==> config.mk <==
export PLATFORM = sky130hd
export DESIGN_NAME = alu_req_sequencer
export DESIGN_NICKNAME = d
export VERILOG_FILES = /design/src/rtl/alu_req_sequencer.sv
export SDC_FILE = /design/constraint.sdc
export NUM_CORES = 1
export LEC_CHECK = 0
export ABC_AREA = 0
export BUFFER_PORTS_ARGS = -buffer_cell sky130_fd_sc_hd__buf_2
export CORE_UTILIZATION = 33
export DETAILED_ROUTE_END_ITERATION = 6
export GPL_ROUTABILITY_DRIVEN = 0
export REMOVE_ABC_BUFFERS = 1
export SLEW_MARGIN = 20
export SYNTH_ARGS = -nofsm -noshare
export SYNTH_HDL_FRONTEND = slang
export SYNTH_SLANG_ARGS = --single-unit
==> constraint.sdc <==
create_clock -name clk -period 3.2 [get_ports clk]
set_input_delay 0.32 -clock clk [delete_from_list [all_inputs] [get_ports clk]]
set_output_delay 0.32 -clock clk [all_outputs]
set_load 0.02 [all_outputs]
==> src/rtl/alu_req_sequencer.sv <==
// alu_req_sequencer: valid/ready front-end launching registered operands into a combinational ALU, with a 2-entry result FIFO; ALU_SEQ_CHECK_EN adds a reference-model check of Z.
module alu_req_sequencer #(
    parameter int ALU_LAT = 2,
    parameter int TAG_W   = 4
) (
    input  logic             clk,
    input  logic             rst,
    input  logic             req_valid,
    output logic             req_ready,
    input  logic [31:0]      req_a,
    input  logic [31:0]      req_b,
    input  logic [3:0]       req_inst,
    input  logic             req_sel,
    input  logic [TAG_W-1:0] req_tag,
    output logic [31:0]      alu_a,
    output logic [31:0]      alu_b,
    output logic [3:0]       alu_inst,
    output logic             alu_sel,
    input  logic [31:0]      alu_z,
    output logic             rsp_valid,
    input  logic             rsp_ready,
    output logic [31:0]      rsp_z,
    output logic [3:0]       rsp_inst,
    output logic [TAG_W-1:0] rsp_tag,
    output logic             chk_err,
    output logic [15:0]      chk_err_cnt
);
    typedef enum logic {IDLE, WAIT} state_t;
    state_t           state;
    logic [3:0]       cnt;
    logic [TAG_W-1:0] tag;
    logic [31:0]      fz [2];
    logic [3:0]       fi [2];
    logic [TAG_W-1:0] ft [2];
    logic             rd, wr;
    logic [1:0]       count;
    logic             push, pop;
    assign push      = state == WAIT && cnt == 4'd0;
    assign pop       = rsp_valid && rsp_ready;
    assign req_ready = state == IDLE && count < 2'd2;
    assign rsp_valid = count != 2'd0;
    assign rsp_z     = fz[rd];
    assign rsp_inst  = fi[rd];
    assign rsp_tag   = ft[rd];
    // Accept only happens with count<2, so the slot for the eventual push is already reserved.
    always_ff @(posedge clk) begin
        if (rst) begin
            state    <= IDLE;
            cnt      <= '0;
            tag      <= '0;
            alu_a    <= '0;
            alu_b    <= '0;
            alu_inst <= '0;
            alu_sel  <= 1'b0;
            rd       <= 1'b0;
            wr       <= 1'b0;
            count    <= '0;
            for (int i = 0; i < 2; i++) begin
                fz[i] <= '0;
                fi[i] <= '0;
                ft[i] <= '0;
            end
        end else begin
            if (req_valid && req_ready) begin
                alu_a    <= req_a;
                alu_b    <= req_b;
                alu_inst <= req_inst;
                alu_sel  <= req_sel;
                tag      <= req_tag;
                cnt      <= 4'(ALU_LAT - 1);
                state    <= WAIT;
            end else if (state == WAIT) begin
                if (cnt != 4'd0) cnt <= cnt - 4'd1;
                else state <= IDLE;
            end
            if (push) begin
                fz[wr] <= alu_z;
                fi[wr] <= alu_inst;
                ft[wr] <= tag;
                wr     <= ~wr;
            end
            if (pop) rd <= ~rd;
            count <= count + {1'b0, push} - {1'b0, pop};
        end
    end
`ifdef ALU_SEQ_CHECK_EN
    logic        [31:0] exp_z;
    logic signed [31:0] sa, sb;
    assign sa = alu_a;
    assign sb = alu_b;
    always_comb begin
        case (alu_inst)
            4'd0:    exp_z = alu_a + alu_b;
            4'd1:    exp_z = -alu_a;
            4'd2:    exp_z = alu_a & alu_b;
            4'd3:    exp_z = alu_a | alu_b;
            4'd4:    exp_z = alu_a ^ alu_b;
            4'd5:    exp_z = ~alu_a;
            4'd6:    exp_z = alu_sel ? alu_b : alu_a;
            4'd7:    exp_z = alu_sel ? alu_a : alu_b;
            4'd8:    exp_z = alu_a - alu_b;
            4'd9:    exp_z = {31'b0, sa < sb};
            4'd10:   exp_z = {31'b0, sa <= sb};
            4'd11:   exp_z = {31'b0, sa > sb};
            4'd12:   exp_z = {31'b0, sa >= sb};
            4'd13:   exp_z = {31'b0, sa == sb};
            4'd14:   exp_z = {31'b0, sa != sb};
            default: exp_z = {31'b0, alu_sel ^ alu_b[0]};
        endcase
    end
    always_ff @(posedge clk) begin
        if (rst) begin
            chk_err     <= 1'b0;
            chk_err_cnt <= '0;
        end else if (push && alu_z != exp_z) begin
            chk_err <= 1'b1;
            if (chk_err_cnt != 16'hFFFF) chk_err_cnt <= chk_err_cnt + 16'd1;
        end
    end
`else
    assign chk_err     = 1'b0;
    assign chk_err_cnt = '0;
`endif
endmodule

After elaboration in Yosys (flattened, before gate mapping)
Memory sizes are Yosys's and may differ from the RTL's. A register that Yosys moved wholly into a read port is not among the register bits.
Cells that the tools add are included.
- RAM bits: 80
- memories: 3
- bits in latches: 0
- output and inout port bits: 128
- register bits: 82
- ROM bits: 0
- memory list (name ; depth ; bits a word ; read ports ; clocked after Yosys merged registers in ; wr ports ; RTL line ; RTL):
    fz ; 2 ; 32 ; 1 ; 1 ; 2 ; 32 ; logic [31:0] fz [2];
    fi ; 2 ; 4 ; 1 ; 1 ; 2 ; 33 ; logic [3:0] fi [2];
    ft ; 2 ; 4 ; 1 ; 1 ; 2 ; 34 ; logic [TAG_W-1:0] ft [2];
- $add $sub $neg: 3
- bitwise gates (word level): 3
- divide/modulo/power cells: 0
- muxes and demuxes: 26
- magnitude comparators: 1
- equal/unequal tests: 0
- $mul: 0
- reduce and logical (&&, ||, !) cells: 15
- shifts and indexed selects: 0
- operators with widths (kind ; number):
    32-bit two-way mux ; 1
    32-bit OR reduction ; 1
    1-bit two-way mux ; 23
    4-bit two-way mux ; 2
    4-bit OR reduction ; 2
    2-bit nonzero test ; 3
    1-bit logical AND ; 4
    4-bit logical NOT ; 1
    2-bit AND reduction ; 2
    4-bit nonzero test ; 1
    4-bit by 1-bit subtractor with 4-bit output (second input constant) ; 1
    1-bit NOT ; 3
    2-bit by 1-bit adder with 2-bit output ; 1
    2-bit less-than comparator (second input constant) ; 1
    2-bit OR reduction ; 1
    2-bit by 1-bit subtractor with 2-bit output ; 1

Longest topological paths before layout
- depth after elaboration: 7
- mapped depth: 8
- depth with buffers taken out: 7

Worst setup path after synthesis
No wires, ideal clock.
- path kind: register -> register
- start point: reg cnt[0]
- end point: mem fi[0][0], enable pin
- cell stages (with the launch flop): 6
- setup time: 0.446 ns
- path buffers: 1
- required time: 2.754 ns
- data arrival time: 2.712 ns
- setup slack: 0.043 ns
- cell sequence: dfxtp_1 inv_1 ha_1 nand4bb_1 buf_2 o21bai_1
- RTL lines (what ; RTL line ; RTL):
    start: declaration ; 30 ; logic [3:0] cnt;
    start signal: assignment ; 70 ; cnt <= 4'(ALU_LAT - 1);
    start signal: assignment ; 73 ; if (cnt != 4'd0) cnt <= cnt - 4'd1;
    end: declaration ; 33 ;

==> results by group <==
Logic synthesis
  • Synthesized-area fraction occupied by and/or/nand/nor cells: between 10% and 20%
  • Synth Area in Compound Gates: under 10%
  • Avg Inst Size Synth: 10.8 um2
  • Post-Synth Adder-Cell Area: less than 1%
  • Post-synthesis register bit count: 163
  • Largest family of logic cells by synthesized area: simple AND/OR/NAND/NOR gates
  • Xor-xnor portion of the synthesized cell area: less than 1%
  • Post-Syn Instances: approximately 600
  • Post-synth cell types: 30
  • Mapped Area: roughly 0.0065 mm2
  • Multiplexer share of the synthesized area: 7.07%
  • Register area share after synthesis: between 60 and 70%
  • Ys Warns: 0

Critical path
  • Crit path kind: reg -> out
  • Critical path, cell by cell: buf_4 -> mux2_2 -> buf_2
  • Worst Setup Start Kind: flip-flop
  • Worst EP arrival: roughly 2.0 ns
  • Worst setup EP type: output pin
  • Slowest stage delay, CP: roughly 0.58 ns
  • Critical-path maximum fanout: 25
  • Worst EP required: about 2.9 ns
  • CP max stage cell: dfxtp_2

Global route
  • Gr usage total: between 15 and 20%
  • Grt ovf: 0
  • Antenna violations before repair: 0
  • Vias in the first global route: ~4600
  • Largest net degree at the start of global routing: 76
  • First-pass GRT wire length: around 24 mm

Clock tree
  • Clk buf depth: 2
  • H-tree level count: 4
  • Reg clk slew, reported paths: 0.06 ns
  • Setup Fix Bufs, Post-CTS: 0
  • Clock Latency Late Sink: just over 0.4 ns
  • Hold_buf cts: 0
  • Total clock sinks: 163
  • TritonCTS clock tree: yes
  • Root Driver: clkbuf_16
  • Num CTS Buffers: 17
  • # resized after CTS: 0

Floorplanning
  • Core Region: between 0.015 and 0.02 mm2
  • Die Area: between 0.02 and 0.025 mm2
  • Starting Density: 33.6%
  • Die Y: roughly 140 um
  • I/O pins: 237
  • DIE WIDTH: approximately 140 um
  • Rows: 51

Final layout
  • Fill cells: 1906
  • Commonest non-fill, non-tap cell in the layout: buf_2
  • Non-filler cells, final: roughly 1100
  • Final instance area: 0.00841 mm2
  • Storage element area: 0.00407 mm2
  • Multi-input gate area: 0.00224 mm2
  • Layout area overhead: 28.9%
  • Layout Nets: roughly 920
  • Util after Layout: 43.4%
  • Ratio of cells with drive above 1 in the final layout: approximately 37%
  • Most frequent cells in the layout: buf_2 (218), nand2_1 (149), dfxtp_1 (82)

Min path
  • Min-delay worst type: in -> reg

Place
  • Input/output buffers: 219
  • Placed Cells incl. Taps: roughly 1100
  • Post-DP Area: roughly 0.008 mm2
  • Dpl ws: about 1.0 ns
  • Detailed placement HPWL: 10.4 mm

Route
  • Drt pass-1 iters: 4
  • Total number of vias: around 4800
  • Final WL: roughly 16 mm
  • DRT iter0 DRCs: around 170
  • Routed vias/inst: 4.42
  • Remaining DRCs: 0
  • DR WL/cell: 14.3 um
  • Routed Antenna Nets: 0

STA
  • Worst-Margin Slew: 0.822 ns
  • WHS: approximately 0.14 ns
  • Min setup slack post-route: approximately 0.9 ns
  • Slew Limit Fails: 0
  • Endpoints failing hold: 0
  • Setup Skew: between 0.006 and 0.007 ns
  • Max_slew headroom: roughly 45%
  • Total negative slack: 0 ns
  • Tmin final: between 2 and 2.5 ns
  • Unrepaired setup endpoints after global routing: false
  • Final Setup Violations: 0
  • Period utilization: between 70% and 80%
  • FMAX: 0.432 GHz

Power and ir drop
  • Total power: 5.95 mW
  • Power density over cell area: 707 mW/mm2
  • LEAKAGE: ~3.7 nW
  • Peak supply drop: 0.346 mV

Flow run
  • Max Cap Viol: 0

Status
  • Status: complete, no violations
-- synth_stat cells --
cell type	count	area [um2]
and4b_1	1	10.0
dfxtp_1	83	1660
mux2_2	41	462
clkbuf_2	4	20.0
a21oi_1	75	375
xor2_1	4	35.0
o21a_1	1	7.51
edfxtp_1	80	2400
or2_2	2	12.5
nor3_2	1	10.0
and2_1	81	507
conb_1	1	3.75
o21ai_1	1	5.00
clkbuf_1	19	71.3
nor3b_2	1	12.5
buf_1	4	15.0
nand4bb_1	1	11.3
a21boi_0	1	7.51
o211ai_1	1	7.51
inv_1	2	7.51
ha_1	3	37.5
nor2b_1	1	6.26
nor2_1	4	15.0
o21bai_1	1	7.51
nand2_1	150	563
nand2b_1	1	6.26
xnor2_1	2	17.5
buf_4	20	150
nor3_1	6	30.0
buf_2	10	50.1
-- worst max-delay path: cells and delay by family (launching register included) --
kind	cells	cell delay, ns
buf+inv	2	0.57
mux	1	0.40
flops	1	0.58
-- state kept, by name (all words and copies together) (netlist names), named ones only --
register,cells
fz,64
alu_a,32
alu_b,32
fi,8
ft,8
alu_inst,4
cnt,4
tag,4
count,2
alu_sel,1
rd,1
state,1
wr,1
-- power breakdown --
group	switching, mW	internal [mW]
sequential	0.120	2.42
combinational	0.866	0.521
clock	0.806	1.22
-- area by class of cell --
class | count | share of cell area, %
timing repair buffer | 229 | 14.1
tap | 265 | 3.94
multi-input combinational | 396 | 26.6
clock buffer | 23 | 5.71
clock inverter | 8 | 1.20
sequential | 163 | 48.3
inverter | 2 | 0.0892
antenna | 1 | 0.0297
-- final timing paths --
| kind | slack [ns] | endpoint | cells past startpoint | from |
|---|---|---|---|---|
| max | 0.88 | rsp_z[28] | 3 | flip-flop |
| min | 0.14 | alu_a[11] | 3 | req_a[11] |
| max reg2reg | 1.11 | fz[1][19] | 6 | cnt[0] |
| min reg2reg | 0.45 | alu_a[9] | 2 | alu_a[9] |
-- metal layers --
layer | vias to the layer above | routed length (um) | track usage [%] | share of wire, %
li1 | 2388 | - | - | -
met3 | 16 | 1340 | 5.97 | 8.6
met2 | 179 | 7220 | 25.9 | 46
met1 | 2221 | 6790 | 17.8 | 44
met4 | 0 | 212 | 5.77 | 1.4
met5 | - | 0 | 0 | 0
-- logic make-up (layout without fill, tap and decap cells) --
logic type,after synthesis,count (layout)
muxes,41,41
AOI/OAI and AO/OA,80,80
and+or+nand+nor,249,249
other,1,18
buffers and inverters,59,262
DFF,163,163
xor gates and xnor gates,6,6
adders and majority gates,3,3
Note: power is estimated with default switching activity, not from simulation.
